===== config.mk =====
export PLATFORM = sky130hd
export DESIGN_NAME = mem32_req_ctrl_flat
export DESIGN_NICKNAME = d
export VERILOG_FILES = /design/src/rtl/mem32_pkg.sv /design/src/rtl/mem32_req_ctrl_if.sv /design/src/rtl/mem32_rsp_fifo.sv /design/src/rtl/mem32_req_ctrl.sv /design/src/flat_wrapper.sv
export SDC_FILE = /design/constraint.sdc
export NUM_CORES = 1
export LEC_CHECK = 0
export BUFFER_PORTS_ARGS = -buffer_cell sky130_fd_sc_hd__buf_2
export CAP_MARGIN = 20
export CORE_MARGIN = 5
export CORE_UTILIZATION = 35
export CTS_BUF_LIST = sky130_fd_sc_hd__clkbuf_16
export DETAILED_ROUTE_END_ITERATION = 12
export SLEW_MARGIN = 20
export SYNTH_ARGS = -nofsm -noshare
export SYNTH_HDL_FRONTEND = slang
export SYNTH_HIERARCHICAL = 1
export SYNTH_SLANG_ARGS = --single-unit

===== constraint.sdc =====
create_clock -name clk -period 3.3 [get_ports clk]
set_clock_uncertainty 0.15 [all_clocks]
set_input_delay 0.495 -clock clk [delete_from_list [all_inputs] [get_ports clk]]
set_output_delay 0.495 -clock clk [all_outputs]
set_load 0.1 [all_outputs]

===== src/rtl/mem32_pkg.sv =====
// Shared types for the 32x32 memory request controller: FSM states and
// the response record carried through the response FIFO.
package mem32_pkg;

  localparam int ADDR_W = 5;
  localparam int DATA_W = 32;

  typedef enum logic [1:0] {
    IDLE   = 2'd0,
    EXEC   = 2'd1,
    RDWAIT = 2'd2
  } state_t;

  typedef struct packed {
    logic              wr;
    logic              err;
    logic [ADDR_W-1:0] addr;
    logic [DATA_W-1:0] rdata;
  } rsp_t;

endpackage


===== src/rtl/mem32_req_ctrl_if.sv =====
// Request/response handshake bundle between a requester (master) and the
// memory request controller (slave).
interface mem32_req_ctrl_if #(
  parameter int ADDR_W = mem32_pkg::ADDR_W,
  parameter int DATA_W = mem32_pkg::DATA_W
);

  logic              req_valid;
  logic              req_ready;
  logic              req_wr;
  logic [ADDR_W-1:0] req_addr;
  logic [DATA_W-1:0] req_wdata;

  logic              rsp_valid;
  logic              rsp_ready;
  logic              rsp_wr;
  logic              rsp_err;
  logic [ADDR_W-1:0] rsp_addr;
  logic [DATA_W-1:0] rsp_rdata;

  modport master (
    output req_valid, req_wr, req_addr, req_wdata, rsp_ready,
    input  req_ready, rsp_valid, rsp_wr, rsp_err, rsp_addr, rsp_rdata
  );

  modport slave (
    input  req_valid, req_wr, req_addr, req_wdata, rsp_ready,
    output req_ready, rsp_valid, rsp_wr, rsp_err, rsp_addr, rsp_rdata
  );

endinterface


===== src/rtl/mem32_rsp_fifo.sv =====
// Small synchronous FIFO of response records; simultaneous push and pop are
// both honoured. The caller guarantees push never arrives while full.
module mem32_rsp_fifo #(
  parameter int  DEPTH = 2,
  parameter type T     = mem32_pkg::rsp_t
) (
  input  logic                         clk,
  input  logic                         rst_n,
  input  logic                         push,
  input  T                             push_data,
  input  logic                         pop,
  output T                             head,
  output logic [$clog2(DEPTH+1)-1:0]   count,
  output logic                         empty,
  output logic                         full
);

  localparam int PTR_W = (DEPTH > 1) ? $clog2(DEPTH) : 1;
  localparam int CNT_W = $clog2(DEPTH + 1);

  T                 r_mem [DEPTH];
  logic [PTR_W-1:0] r_wptr;
  logic [PTR_W-1:0] r_rptr;
  logic [CNT_W-1:0] r_count;
  logic             w_pop;

  function automatic logic [PTR_W-1:0] ptr_inc(input logic [PTR_W-1:0] p);
    return (p == PTR_W'(DEPTH - 1)) ? '0 : p + PTR_W'(1);
  endfunction

  assign w_pop = pop && (r_count != '0);

  // Storage holds data only; pointers and count define what is valid.
  always_ff @(posedge clk) begin
    if (push) r_mem[r_wptr] <= push_data;
  end

  always_ff @(posedge clk or negedge rst_n) begin
    if (!rst_n) begin
      r_wptr  <= '0;
      r_rptr  <= '0;
      r_count <= '0;
    end else begin
      if (push)  r_wptr <= ptr_inc(r_wptr);
      if (w_pop) r_rptr <= ptr_inc(r_rptr);
      case ({push, w_pop})
        2'b10:   r_count <= r_count + CNT_W'(1);
        2'b01:   r_count <= r_count - CNT_W'(1);
        default: r_count <= r_count;
      endcase
    end
  end

  assign head  = r_mem[r_rptr];
  assign count = r_count;
  assign empty = (r_count == '0);
  assign full  = (r_count == CNT_W'(DEPTH));

endmodule


===== src/rtl/mem32_req_ctrl.sv =====
// Single-outstanding request controller in front of the 32x32 memory: checks
// full/empty before each access and returns one response per request.
module mem32_req_ctrl #(
  parameter int ADDR_W    = mem32_pkg::ADDR_W,
  parameter int DATA_W    = mem32_pkg::DATA_W,
  parameter int RSP_DEPTH = 2
) (
  input  logic               clk,
  input  logic               rst_n,
  mem32_req_ctrl_if.slave    bus,
  output logic               mem_wr_en,
  output logic               mem_rd_en,
  output logic [ADDR_W-1:0]  mem_addr,
  output logic [DATA_W-1:0]  mem_wdata,
  input  logic [DATA_W-1:0]  mem_rdata,
  input  logic               mem_full,
  input  logic               mem_empty,
  output logic [7:0]         err_cnt
);

  import mem32_pkg::*;

  localparam int CNT_W = $clog2(RSP_DEPTH + 1);

  typedef struct packed {
    logic              wr;
    logic              err;
    logic [ADDR_W-1:0] addr;
    logic [DATA_W-1:0] rdata;
  } entry_t;

  state_t            r_state;
  state_t            w_nxt;
  logic              r_wr;
  logic [ADDR_W-1:0] r_addr;
  logic [DATA_W-1:0] r_wdata;
  logic [7:0]        r_err_cnt;

  logic              w_accept;
  logic              w_push;
  logic              w_push_q;
  logic              w_req_ready;
  logic              w_wr_en;
  logic              w_rd_en;
  logic              w_empty;
  logic              w_full;
  logic [CNT_W-1:0]  w_count;
  entry_t            w_entry;
  entry_t            w_head;
  entry_t            w_rsp;

  // rst_n gates ready directly so it reads 0 throughout reset.
  assign w_req_ready = rst_n && (r_state == IDLE) && (w_count < CNT_W'(RSP_DEPTH));
  assign w_push_q    = w_push && !w_full;

  always_ff @(posedge clk or negedge rst_n) begin
    if (!rst_n) r_state <= IDLE;
    else        r_state <= w_nxt;
  end

  always_comb begin
    w_nxt    = r_state;
    w_accept = 1'b0;
    w_push   = 1'b0;
    w_wr_en  = 1'b0;
    w_rd_en  = 1'b0;
    w_entry  = '0;
    case (r_state)
      IDLE: begin
        if (bus.req_valid && w_req_ready) begin
          w_accept = 1'b1;
          w_nxt    = EXEC;
        end
      end
      EXEC: begin
        w_entry.addr = r_addr;
        if (r_wr) begin
          w_entry.wr  = 1'b1;
          w_entry.err = mem_full;
          w_wr_en     = !mem_full;
          w_push      = 1'b1;
          w_nxt       = IDLE;
        end else if (!mem_empty) begin
          w_rd_en = 1'b1;
          w_nxt   = RDWAIT;
        end else begin
          w_entry.err = 1'b1;
          w_push      = 1'b1;
          w_nxt       = IDLE;
        end
      end
      RDWAIT: begin
        w_entry.addr  = r_addr;
        w_entry.rdata = mem_rdata;
        w_push        = 1'b1;
        w_nxt         = IDLE;
      end
      default: w_nxt = IDLE;
    endcase
  end

  always_ff @(posedge clk or negedge rst_n) begin
    if (!rst_n) begin
      r_wr    <= 1'b0;
      r_addr  <= '0;
      r_wdata <= '0;
    end else if (w_accept) begin
      r_wr    <= bus.req_wr;
      r_addr  <= bus.req_addr;
      r_wdata <= bus.req_wdata;
    end
  end

  always_ff @(posedge clk or negedge rst_n) begin
    if (!rst_n) begin
      r_err_cnt <= '0;
    end else if (w_push_q && w_entry.err && (r_err_cnt != 8'hFF)) begin
      r_err_cnt <= r_err_cnt + 8'd1;
    end
  end

  mem32_rsp_fifo #(
    .DEPTH (RSP_DEPTH),
    .T     (entry_t)
  ) u_rsp_fifo (
    .clk       (clk),
    .rst_n     (rst_n),
    .push      (w_push_q),
    .push_data (w_entry),
    .pop       (bus.rsp_ready),
    .head      (w_head),
    .count     (w_count),
    .empty     (w_empty),
    .full      (w_full)
  );

  // Response fields read as zero whenever nothing is queued.
  assign w_rsp         = w_empty ? '0 : w_head;
  assign bus.req_ready = w_req_ready;
  assign bus.rsp_valid = !w_empty;
  assign bus.rsp_wr    = w_rsp.wr;
  assign bus.rsp_err   = w_rsp.err;
  assign bus.rsp_addr  = w_rsp.addr;
  assign bus.rsp_rdata = w_rsp.rdata;

  assign mem_wr_en = w_wr_en;
  assign mem_rd_en = w_rd_en;
  assign mem_addr  = r_addr;
  assign mem_wdata = r_wdata;
  assign err_cnt   = r_err_cnt;

endmodule

===== src/flat_wrapper.sv =====
// flat-port wrapper written by rule: the top's interface ports become plain ports
module mem32_req_ctrl_flat import mem32_pkg::*;
#(
  parameter int ADDR_W    = mem32_pkg::ADDR_W,
  parameter int DATA_W    = mem32_pkg::DATA_W,
  parameter int RSP_DEPTH = 2
)
  (clk, rst_n, mem_wr_en, mem_rd_en, mem_addr, mem_wdata, mem_rdata, mem_full, mem_empty, err_cnt, bus_req_valid, bus_req_wr, bus_req_addr, bus_req_wdata, bus_rsp_ready, bus_req_ready, bus_rsp_valid, bus_rsp_wr, bus_rsp_err, bus_rsp_addr, bus_rsp_rdata);
  mem32_req_ctrl_if #(.ADDR_W(ADDR_W), .DATA_W(DATA_W)) bus_i ();
  input  logic clk;
  input  logic rst_n;
  output logic mem_wr_en;
  output logic mem_rd_en;
  output logic [ADDR_W-1:0] mem_addr;
  output logic [DATA_W-1:0] mem_wdata;
  input  logic [DATA_W-1:0] mem_rdata;
  input  logic mem_full;
  input  logic mem_empty;
  output logic [7:0] err_cnt;
  input wire logic [$bits(bus_i.req_valid)-1:0] bus_req_valid;
  input wire logic [$bits(bus_i.req_wr)-1:0] bus_req_wr;
  input wire logic [$bits(bus_i.req_addr)-1:0] bus_req_addr;
  input wire logic [$bits(bus_i.req_wdata)-1:0] bus_req_wdata;
  input wire logic [$bits(bus_i.rsp_ready)-1:0] bus_rsp_ready;
  output wire logic [$bits(bus_i.req_ready)-1:0] bus_req_ready;
  output wire logic [$bits(bus_i.rsp_valid)-1:0] bus_rsp_valid;
  output wire logic [$bits(bus_i.rsp_wr)-1:0] bus_rsp_wr;
  output wire logic [$bits(bus_i.rsp_err)-1:0] bus_rsp_err;
  output wire logic [$bits(bus_i.rsp_addr)-1:0] bus_rsp_addr;
  output wire logic [$bits(bus_i.rsp_rdata)-1:0] bus_rsp_rdata;
  assign bus_i.req_valid = bus_req_valid;
  assign bus_i.req_wr = bus_req_wr;
  assign bus_i.req_addr = bus_req_addr;
  assign bus_i.req_wdata = bus_req_wdata;
  assign bus_i.rsp_ready = bus_rsp_ready;
  assign bus_req_ready = bus_i.req_ready;
  assign bus_rsp_valid = bus_i.rsp_valid;
  assign bus_rsp_wr = bus_i.rsp_wr;
  assign bus_rsp_err = bus_i.rsp_err;
  assign bus_rsp_addr = bus_i.rsp_addr;
  assign bus_rsp_rdata = bus_i.rsp_rdata;
  mem32_req_ctrl #(.ADDR_W(ADDR_W), .DATA_W(DATA_W), .RSP_DEPTH(RSP_DEPTH)) u_core (.clk(clk), .rst_n(rst_n), .bus(bus_i), .mem_wr_en(mem_wr_en), .mem_rd_en(mem_rd_en), .mem_addr(mem_addr), .mem_wdata(mem_wdata), .mem_rdata(mem_rdata), .mem_full(mem_full), .mem_empty(mem_empty), .err_cnt(err_cnt));
endmodule

==> impl_metrics.tcl, run 1 <==
set metrics [dict create \
    syn_to_final_growth_pct 28.9 \
    start_util_pct 35.5 \
    status "completed" \
    final_cell_mix "buf_2 (163), edfxtp_1 (78), mux2_2 (69), dfrtp_1 (51), nor2b_1 (40)" \
    rsz0062_at_grt "false" \
    wl_per_cell_um 16.0 \
    fmax_ghz 0.341 \
    drtIter0Drc 93 \
    cts.sinks 130 \
    cts_resized 0 \
    cpLargestDelayFamily "flip-flops" \
    fp.dieW_um 137 \
    hpwl_um 8450 \
    design_area_um2 7220 \
    htreeDepth 4 \
    root_buffer "clkbuf_16" \
    hp-class "input pin to async pin" \
    mostFrequentLayoutCell "buf_2" \
    place_area_um2 6680 \
    critPathMaxStageDelay_ns 0.77 \
    fillers 1507 \
    ff_latch_area_um2 3640 \
    ys.warnings.count 6 \
    crit_arrival_ns 2.29 \
    synth.avg_cell_area_um2 15.6 \
    max_cap_viol_count 0 \
    dr.pass1.iters 4 \
    critical_path.max_fanout 25 \
    post-cts-setup-buffer-count 0 \
    ys_types 33 \
    startpoint_type "flop" \
    synth_cells 360 \
    clock_path_buffers 2 \
    synth_top_flop_cell "edfxtp_1" \
    grt_pass1_wl_um 19100 \
    synth-seq-cells 130 \
    worstMarginPinSlew_ns 0.748 \
    fin_setup_tns_ns 0 \
    grt_pass1_vias 3743 \
    cts_tree "done" \
    synth_area_um2 5600 \
    cts_buffers 17 \
    slew_headroom_pct 50.0 \
    crit_required_ns 2.65 \
    die_area_um2 18600 \
    setup_viol 0 \
    diodes 0 \
    vias_per_cell 4.45 \
    port_buffers 163 \
    path_class "flop to primary output" \
    ant_nets 0 \
    die_height_um 137 \
    hold_buffers 0 \
    post-route-period-util_pct 88.9 \
    vias 3406 \
    rows 46 \
    grt_overflow 0 \
    synthArstFlopShare_pct 40.0 \
    fin_crit_ns 2.93 \
    nNetsFinal 618 \
    path_clk_slew_ns 0.06 \
    crit_buf_inv 2 \
    finalHoldViolations 0 \
    post-route-drc-count 0 \
    ioPinCount 164 \
    multi_input_area_um2 1860 \
    syn-num-nets 442 \
    yosysSeqAreaShare_pct 65.0 \
    core_um2 15800 \
    final_max_slew_viol_count 0 \
    drive_above_1_share_pct 53.4 \
    routed_wl_um 12200 \
    grtUsageTotal_pct 13.4 \
    fin_util_pct 45.8 \
    crit_path_end_kind "primary output" \
    slowest_stage "dfrtp_2" \
    gp_congestion 0.731 \
    grt_max_degree 53 \
    holdWs_ns 0.0887 \
    clkLatencyLatePin_ns 0.40 \
    path_cells "buf_4 -> mux2_2 -> nor2b_1 -> buf_2" \
    antenna_found_initial 0 \
    synth_edf_count 78 \
]
## through the flow
step / instances / setup slack [ns]
detailed placement: 733 / 0.758
global route: 765 / 0.254
CTS: 765 / 0.306
global placement: 733 / 0.780
floorplan: 360 / 0.502
finish: 765 / 0.367
## worst register-to-register path: cells and delay by family, from the launching register on
| kind | cells | cell delay [ns] |
|---|---|---|
| buf+inv | 3 | 0.72 |
| simple gates | 2 | 0.45 |
| fa+ha+maj | 1 | 0.40 |
| flops | 1 | 0.37 |
## cells by family after synthesis
| group | share of synthesized area, % |
|---|---|
| flip-flops | 65.0 |
| AND/OR/NAND/NOR | 12.4 |
| multiplexers | 17.5 |
| buffers and inverters | 2.12 |
| XOR/XNOR | 1.41 |
| adder cells (fa/ha/maj) | 1.34 |
| AO/OA/AOI/OAI | 0.179 |
## final timing paths
path                                                      start                                        to  slack, ns  cells past startpoint
min in group clk                              bus_req_wdata[22]          u_core/mem_wdata[22]$_DFFE_PN0P_       0.17                      2
max in group asynchronous                                 rst_n      u_core/u_rsp_fifo/r_rptr$_DFFE_PN0P_       2.45                      2
min reg2reg                    u_core/mem_wdata[17]$_DFFE_PN0P_          u_core/mem_wdata[17]$_DFFE_PN0P_       0.35                      1
min                                                       rst_n          u_core/mem_wdata[10]$_DFFE_PN0P_       0.09                      2
max                        u_core/u_rsp_fifo/r_rptr$_DFFE_PN0P_                         bus_rsp_rdata[26]       0.37                      4
max reg2reg                       u_core/r_state[0]$_DFFE_PN0P_  u_core/u_rsp_fifo/r_mem[0][21]$_DFFE_PP_       0.82                      6
## cell usage after synthesis (4+ instances only)
cell       n  share of area [%]
and2_1    39                4.4
nor2_1     7               0.47
buf_6      5                1.0
mux2_4    12                3.2
edfxtp_1  78                 42
nand2_1    7               0.47
xor2_1     4               0.63
xnor2_1    5               0.78
inv_1      5               0.34
clkbuf_1   7               0.47
nor2b_1   40                4.5
mux2_2    69                 14
dfrtp_1   52                 23
ha_1       6                1.3
## area by class of cell
class,instances,area share (%)
Sequential cell,130,50.5
Multi-Input combinational cell,210,25.8
Clock inverter,13,0.936
Clock buffer,19,6.59
Timing Repair Buffer,172,12.2
Tap cell,216,3.74
Inverter,5,0.260
## flip-flops by register name, indices dropped and copies added (netlist names)
name and count:
u_core/u_rsp_fifo/r_mem 78, u_core/mem_wdata 32, u_core/err_cnt 8, u_core/mem_addr 5, u_core/r_state 2, u_core/u_rsp_fifo/count 2
u_core/r_wr 1, u_core/u_rsp_fifo/r_rptr 1, u_core/u_rsp_fifo/r_wptr 1
## layer usage
metal	GRT usage, %	wire length (µm)
met1	16.7	5350
met2	21.0	5590
met3	5.85	1150
met4	4.20	116
met5	0	0
Power of run 1 is left out: the tool's default activity adds up to more than one toggle a clock period on the data nets, which glitch-free logic cannot reach.
==> run 2, diff against run 1 <==
Settings changed: REMOVE_ABC_BUFFERS from default to 1.
==> run 2 against run 1 <==
Flip-flop and latch count is the same. Via count about the same. Maximum frequency is 4.5% higher. Final area about the same. Setup slack gained 0.13 ns. Count of clock-buffer cells in the layout did not move. Sequential share of layout area about the same. Utilization hardly changed. Cell count fell by 0.13%. Critical path depth unchanged. Global-route usage increased by 0.11 points. Die area is the same.
==> impl_metrics.tcl, run 2 (synthesized netlist as in run 1, its figures left out) <==
set metrics [dict create \
    post-cts-setup-buffer-count 0 \
    nNetsFinal 618 \
    hpwl_um 8590 \
    regMostFlops "u_core/u_rsp_fifo/r_mem" \
    critical_path.max_fanout 18 \
    port_buffers 163 \
    slowest_stage "dfrtp_2" \
    die_area_um2 18600 \
    rsz0062_at_grt "false" \
    rows 46 \
    crit_arrival_ns 2.16 \
    routed_wl_um 12100 \
    antenna_found_initial 0 \
    wl_per_cell_um 15.8 \
    root_buffer "clkbuf_16" \
    largest_reg_flops 78 \
    mostFrequentLayoutCell "buf_2" \
    die_height_um 137 \
    rr_startpoint "u_core/r_state[0]$_DFFE_PN0P_" \
    vias_per_cell 4.46 \
    htreeDepth 4 \
    cts_tree "done" \
    gp_congestion 0.760 \
    path_clk_slew_ns 0.06 \
    cts_buffers 17 \
    grt_max_degree 53 \
    cts_resized 0 \
    setup_viol 0 \
    ioPinCount 164 \
    fmax_ghz 0.356 \
    drtIter0Drc 165 \
    clock_path_buffers 2 \
    worstMarginPinSlew_ns 0.662 \
    r2r-end "u_core/u_rsp_fifo/r_mem[1][30]$_DFFE_PP_" \
    vias 3405 \
    timing.final.ws_setup_ns 0.494 \
    crit_path_end_kind "primary output" \
    core_um2 15800 \
    hold_buffers 0 \
    dp_slack_ns 0.735 \
    grt_pass1_vias 3746 \
    start_util_pct 35.5 \
    path_class "flop to primary output" \
    drive_above_1_share_pct 52.9 \
    post-route-drc-count 0 \
    max_cap_viol_count 0 \
    path_cells "buf_4 -> mux2_2 -> nor2b_1 -> buf_2" \
    rr_worst_depth 5 \
    final_cell_mix "buf_2 (163), edfxtp_1 (78), mux2_2 (69), dfrtp_1 (51), nor2b_1 (40)" \
    status "completed" \
    fp.dieW_um 137 \
    fin_setup_tns_ns 0 \
    fin_cells 764 \
    syn_to_final_growth_pct 28.8 \
    fin_crit_ns 2.81 \
    dr.pass1.iters 4 \
    hp-class "input pin to async pin" \
    startpoint_type "flop" \
    clkLatencyLatePin_ns 0.40 \
    critPathMaxStageDelay_ns 0.64 \
    holdWs_ns 0.0861 \
    grtUsageTotal_pct 13.5 \
    post-route-period-util_pct 85.0 \
    slew_headroom_pct 55.9 \
    dpl.cell_count 733 \
    reg2reg_slack_ns 0.76 \
    diodes 0 \
    grt_overflow 0 \
    fillers 1496 \
    ant_nets 0 \
    finalHoldViolations 0 \
    grt_pass1_wl_um 19200 \
    crit_required_ns 2.65 \
    cts.sinks 130 \
    final_max_slew_viol_count 0 \
]
## run 2: how the worst max path moves through the flow
stage | startpoint | to | slack (ns) | depth (start not counted)
after global routing | u_core/u_rsp_fifo/r_rptr$_DFFE_PN0P_ | bus_rsp_rdata[17] | 0.34 | 4
final | u_core/u_rsp_fifo/r_rptr$_DFFE_PN0P_ | bus_rsp_rdata[17] | 0.49 | 4
after detailed placement | u_core/r_state[0]$_DFFE_PN0P_ | u_core/u_rsp_fifo/r_mem[1][30]$_DFFE_PP_ | 0.74 | 5
after CTS | u_core/u_rsp_fifo/r_rptr$_DFFE_PN0P_ | bus_rsp_rdata[22] | 0.41 | 4
after global placement | u_core/r_state[0]$_DFFE_PN0P_ | u_core/u_rsp_fifo/r_mem[1][11]$_DFFE_PP_ | 0.81 | 5
after floorplan | u_core/r_state[0]$_DFFE_PN0P_ | u_core/u_rsp_fifo/r_mem[0][0]$_DFFE_PP_ | -0.35 | 6
## run 2: layout make-up
cell class                 instances  area [µm²]  area share (%)
tap                              216         270            3.75
clock buffer                      19         475            6.59
sequential                       130        3640            50.5
clock inverter                    12        51.3           0.711
multi-input combinational        210        1860            25.8
inverter                           5        18.8           0.260
timing repair buffer             172         896            12.4
## run 2: layer usage
layer  global-route usage [%]  wire length [µm]  part of all wire [%]  vias to the layer above
li1                         -                 -                     -                     1624
met1                     15.9              5120                    42                     1617
met2                     21.7              5520                    46                      149
met3                     5.92              1270                    11                       15
met4                     5.21               179                   1.5                        0
met5                        0                 0                     0                        -
## run 2: worst max-delay path, delay by kind of cell, from the launching register on
kind	cells	cell delay, ns
buf+inv	2	0.61
flops	1	0.64
mux	1	0.35
simple gates	1	0.15
## run 2: stage by stage
stage	utilization, %	instance area, µm²
after floorplan	-	5500
after global placement	42.4	6690
after detailed placement	42.4	6690
after CTS	45.8	7220
after global routing	45.8	7220
final	45.8	7220
Power of run 2 is left out for the same reason.
==> run 3, diff against run 2 <==
Settings changed: GPL_TIMING_DRIVEN from default to 0.
==> run 3 against run 2 <==
Utilization rose by 0.32 points. Wire length is 0.70% lower. Via count barely moved. Register-to-register slack got worse by 0.35 ns. Die area unchanged. Global-route usage fell by 0.28 points. Critical path depth unchanged. Sequential share of layout area shrank 0.35 points. Flip-flop and latch count unchanged. Final area increased by 0.69%. Maximum frequency fell by 7.5%. Setup slack worse by 0.23 ns.
==> impl_metrics.tcl, run 3 (synthesized netlist as in run 1, its figures left out) <==
set metrics [dict create \
    ff_latch_area_um2 3640 \
    fp.dieW_um 137 \
    worstMarginPinSlew_ns 0.657 \
    drive_above_1_share_pct 53.1 \
    startpoint_type "input pin" \
    crit_arrival_ns 2.39 \
    crit_required_ns 2.65 \
    ioPinCount 164 \
    dr.pass1.iters 4 \
    regMostFlops "u_core/u_rsp_fifo/r_mem" \
    drtIter0Drc 131 \
    grt_max_degree 54 \
    place_area_um2 6730 \
    routed_wl_um 12000 \
    vias_per_cell 4.47 \
    grt_pass1_wl_um 18900 \
    critical_path.max_fanout 53 \
    final_max_slew_viol_count 0 \
    multi_input_area_um2 1860 \
    rows 46 \
    fmax_ghz 0.329 \
    fin_crit_ns 3.04 \
    grtUsageTotal_pct 13.2 \
    setup_viol 0 \
    vias 3406 \
    status "completed" \
    syn_to_final_growth_pct 29.7 \
    path_clk_slew_ns 0.05 \
    port_buffers 163 \
    largest_reg_flops 78 \
    clock_path_buffers 2 \
    slew_headroom_pct 56.2 \
    grt_overflow 0 \
    nNetsFinal 615 \
    fillers 1467 \
    max_cap_viol_count 0 \
    cts_buffers 17 \
    die_area_um2 18600 \
    fin_util_pct 46.1 \
    root_buffer "clkbuf_16" \
    fin_setup_tns_ns 0 \
    die_height_um 137 \
    final_cell_mix "buf_2 (162), edfxtp_1 (78), mux2_2 (69), dfrtp_1 (51), nor2b_1 (40)" \
    crit_path_end_kind "primary output" \
    finalHoldViolations 0 \
    htreeDepth 4 \
    hpwl_um 8470 \
    cts_tree "done" \
    ant_nets 0 \
    grt_pass1_vias 3734 \
    holdWs_ns 0.168 \
    diodes 0 \
    core_um2 15800 \
    mostFrequentLayoutCell "buf_2" \
    post-route-period-util_pct 92.0 \
    design_area_um2 7270 \
    gp_congestion 0.723 \
    post-route-drc-count 0 \
    reg2reg_slack_ns 0.41 \
    rsz0062_at_grt "false" \
    clkLatencyLatePin_ns 0.41 \
    start_util_pct 35.5 \
    hp-class "input pin to flop" \
    antenna_found_initial 0 \
    path_class "input pin to primary output" \
    wl_per_cell_um 15.8 \
    cts.sinks 130 \
]
run 3: final timing paths:
check | from | endpoint | depth (start not counted)
setup / recovery | rst_n | bus_req_ready | 4
hold / removal | bus_req_wdata[7] | u_core/mem_wdata[7]$_DFFE_PN0P_ | 2
setup reg to reg | u_core/r_state[0]$_DFFE_PN0P_ | u_core/u_rsp_fifo/r_mem[0][0]$_DFFE_PP_ | 7
hold reg to reg | u_core/mem_wdata[2]$_DFFE_PN0P_ | u_core/mem_wdata[2]$_DFFE_PN0P_ | 1
max in group asynchronous | rst_n | u_core/u_rsp_fifo/r_rptr$_DFFE_PN0P_ | 2
min in group asynchronous | rst_n | u_core/mem_wdata[13]$_DFFE_PN0P_ | 2
run 3: cell type report:
cell class / instances / area share (%)
Sequential cell: 130 / 50.2
Clock inverter: 15 / 1.39
Multi-Input combinational cell: 210 / 25.6
Inverter: 5 / 0.258
Tap cell: 216 / 3.72
Clock buffer: 17 / 5.86
Timing Repair Buffer: 169 / 13.0
run 3: per-layer routing:
| metal | vias to the layer above | GRT usage (%) | wire, µm | part of all wire (%) |
|---|---|---|---|---|
| li1 | 1613 | - | - | - |
| met1 | 1640 | 15.7 | 4970 | 41 |
| met2 | 140 | 21.4 | 5670 | 47 |
| met3 | 13 | 5.26 | 1210 | 10 |
| met4 | 0 | 5.38 | 155 | 1.3 |
| met5 | - | 0 | 0 | 0 |
run 3: through the flow:
| stage | std cells | setup slack [ns] |
|---|---|---|
| final | 762 | 0.265 |
| after global routing | 762 | 0.102 |
| after CTS | 762 | 0.207 |
| after detailed placement | 729 | -0.0319 |
| after floorplan | 345 | -0.355 |
| after global placement | 724 | -2.08 |
run 3: critical path, cell delays in order:
cell and delay (ns):
dlygate4sd3_1 0.53, buf_4 0.53, and3b_1 0.36, buf_2 0.46
run 3: timing repair:
item | in CTS | in global routing
resized for setup | 1 | 0
hold endpoints to repair | 52 | 0
hold buffers | 1 | 0
setup buffers | 0 | 0
setup endpoints to repair | 23 | 0
Power of run 3 is left out for the same reason.
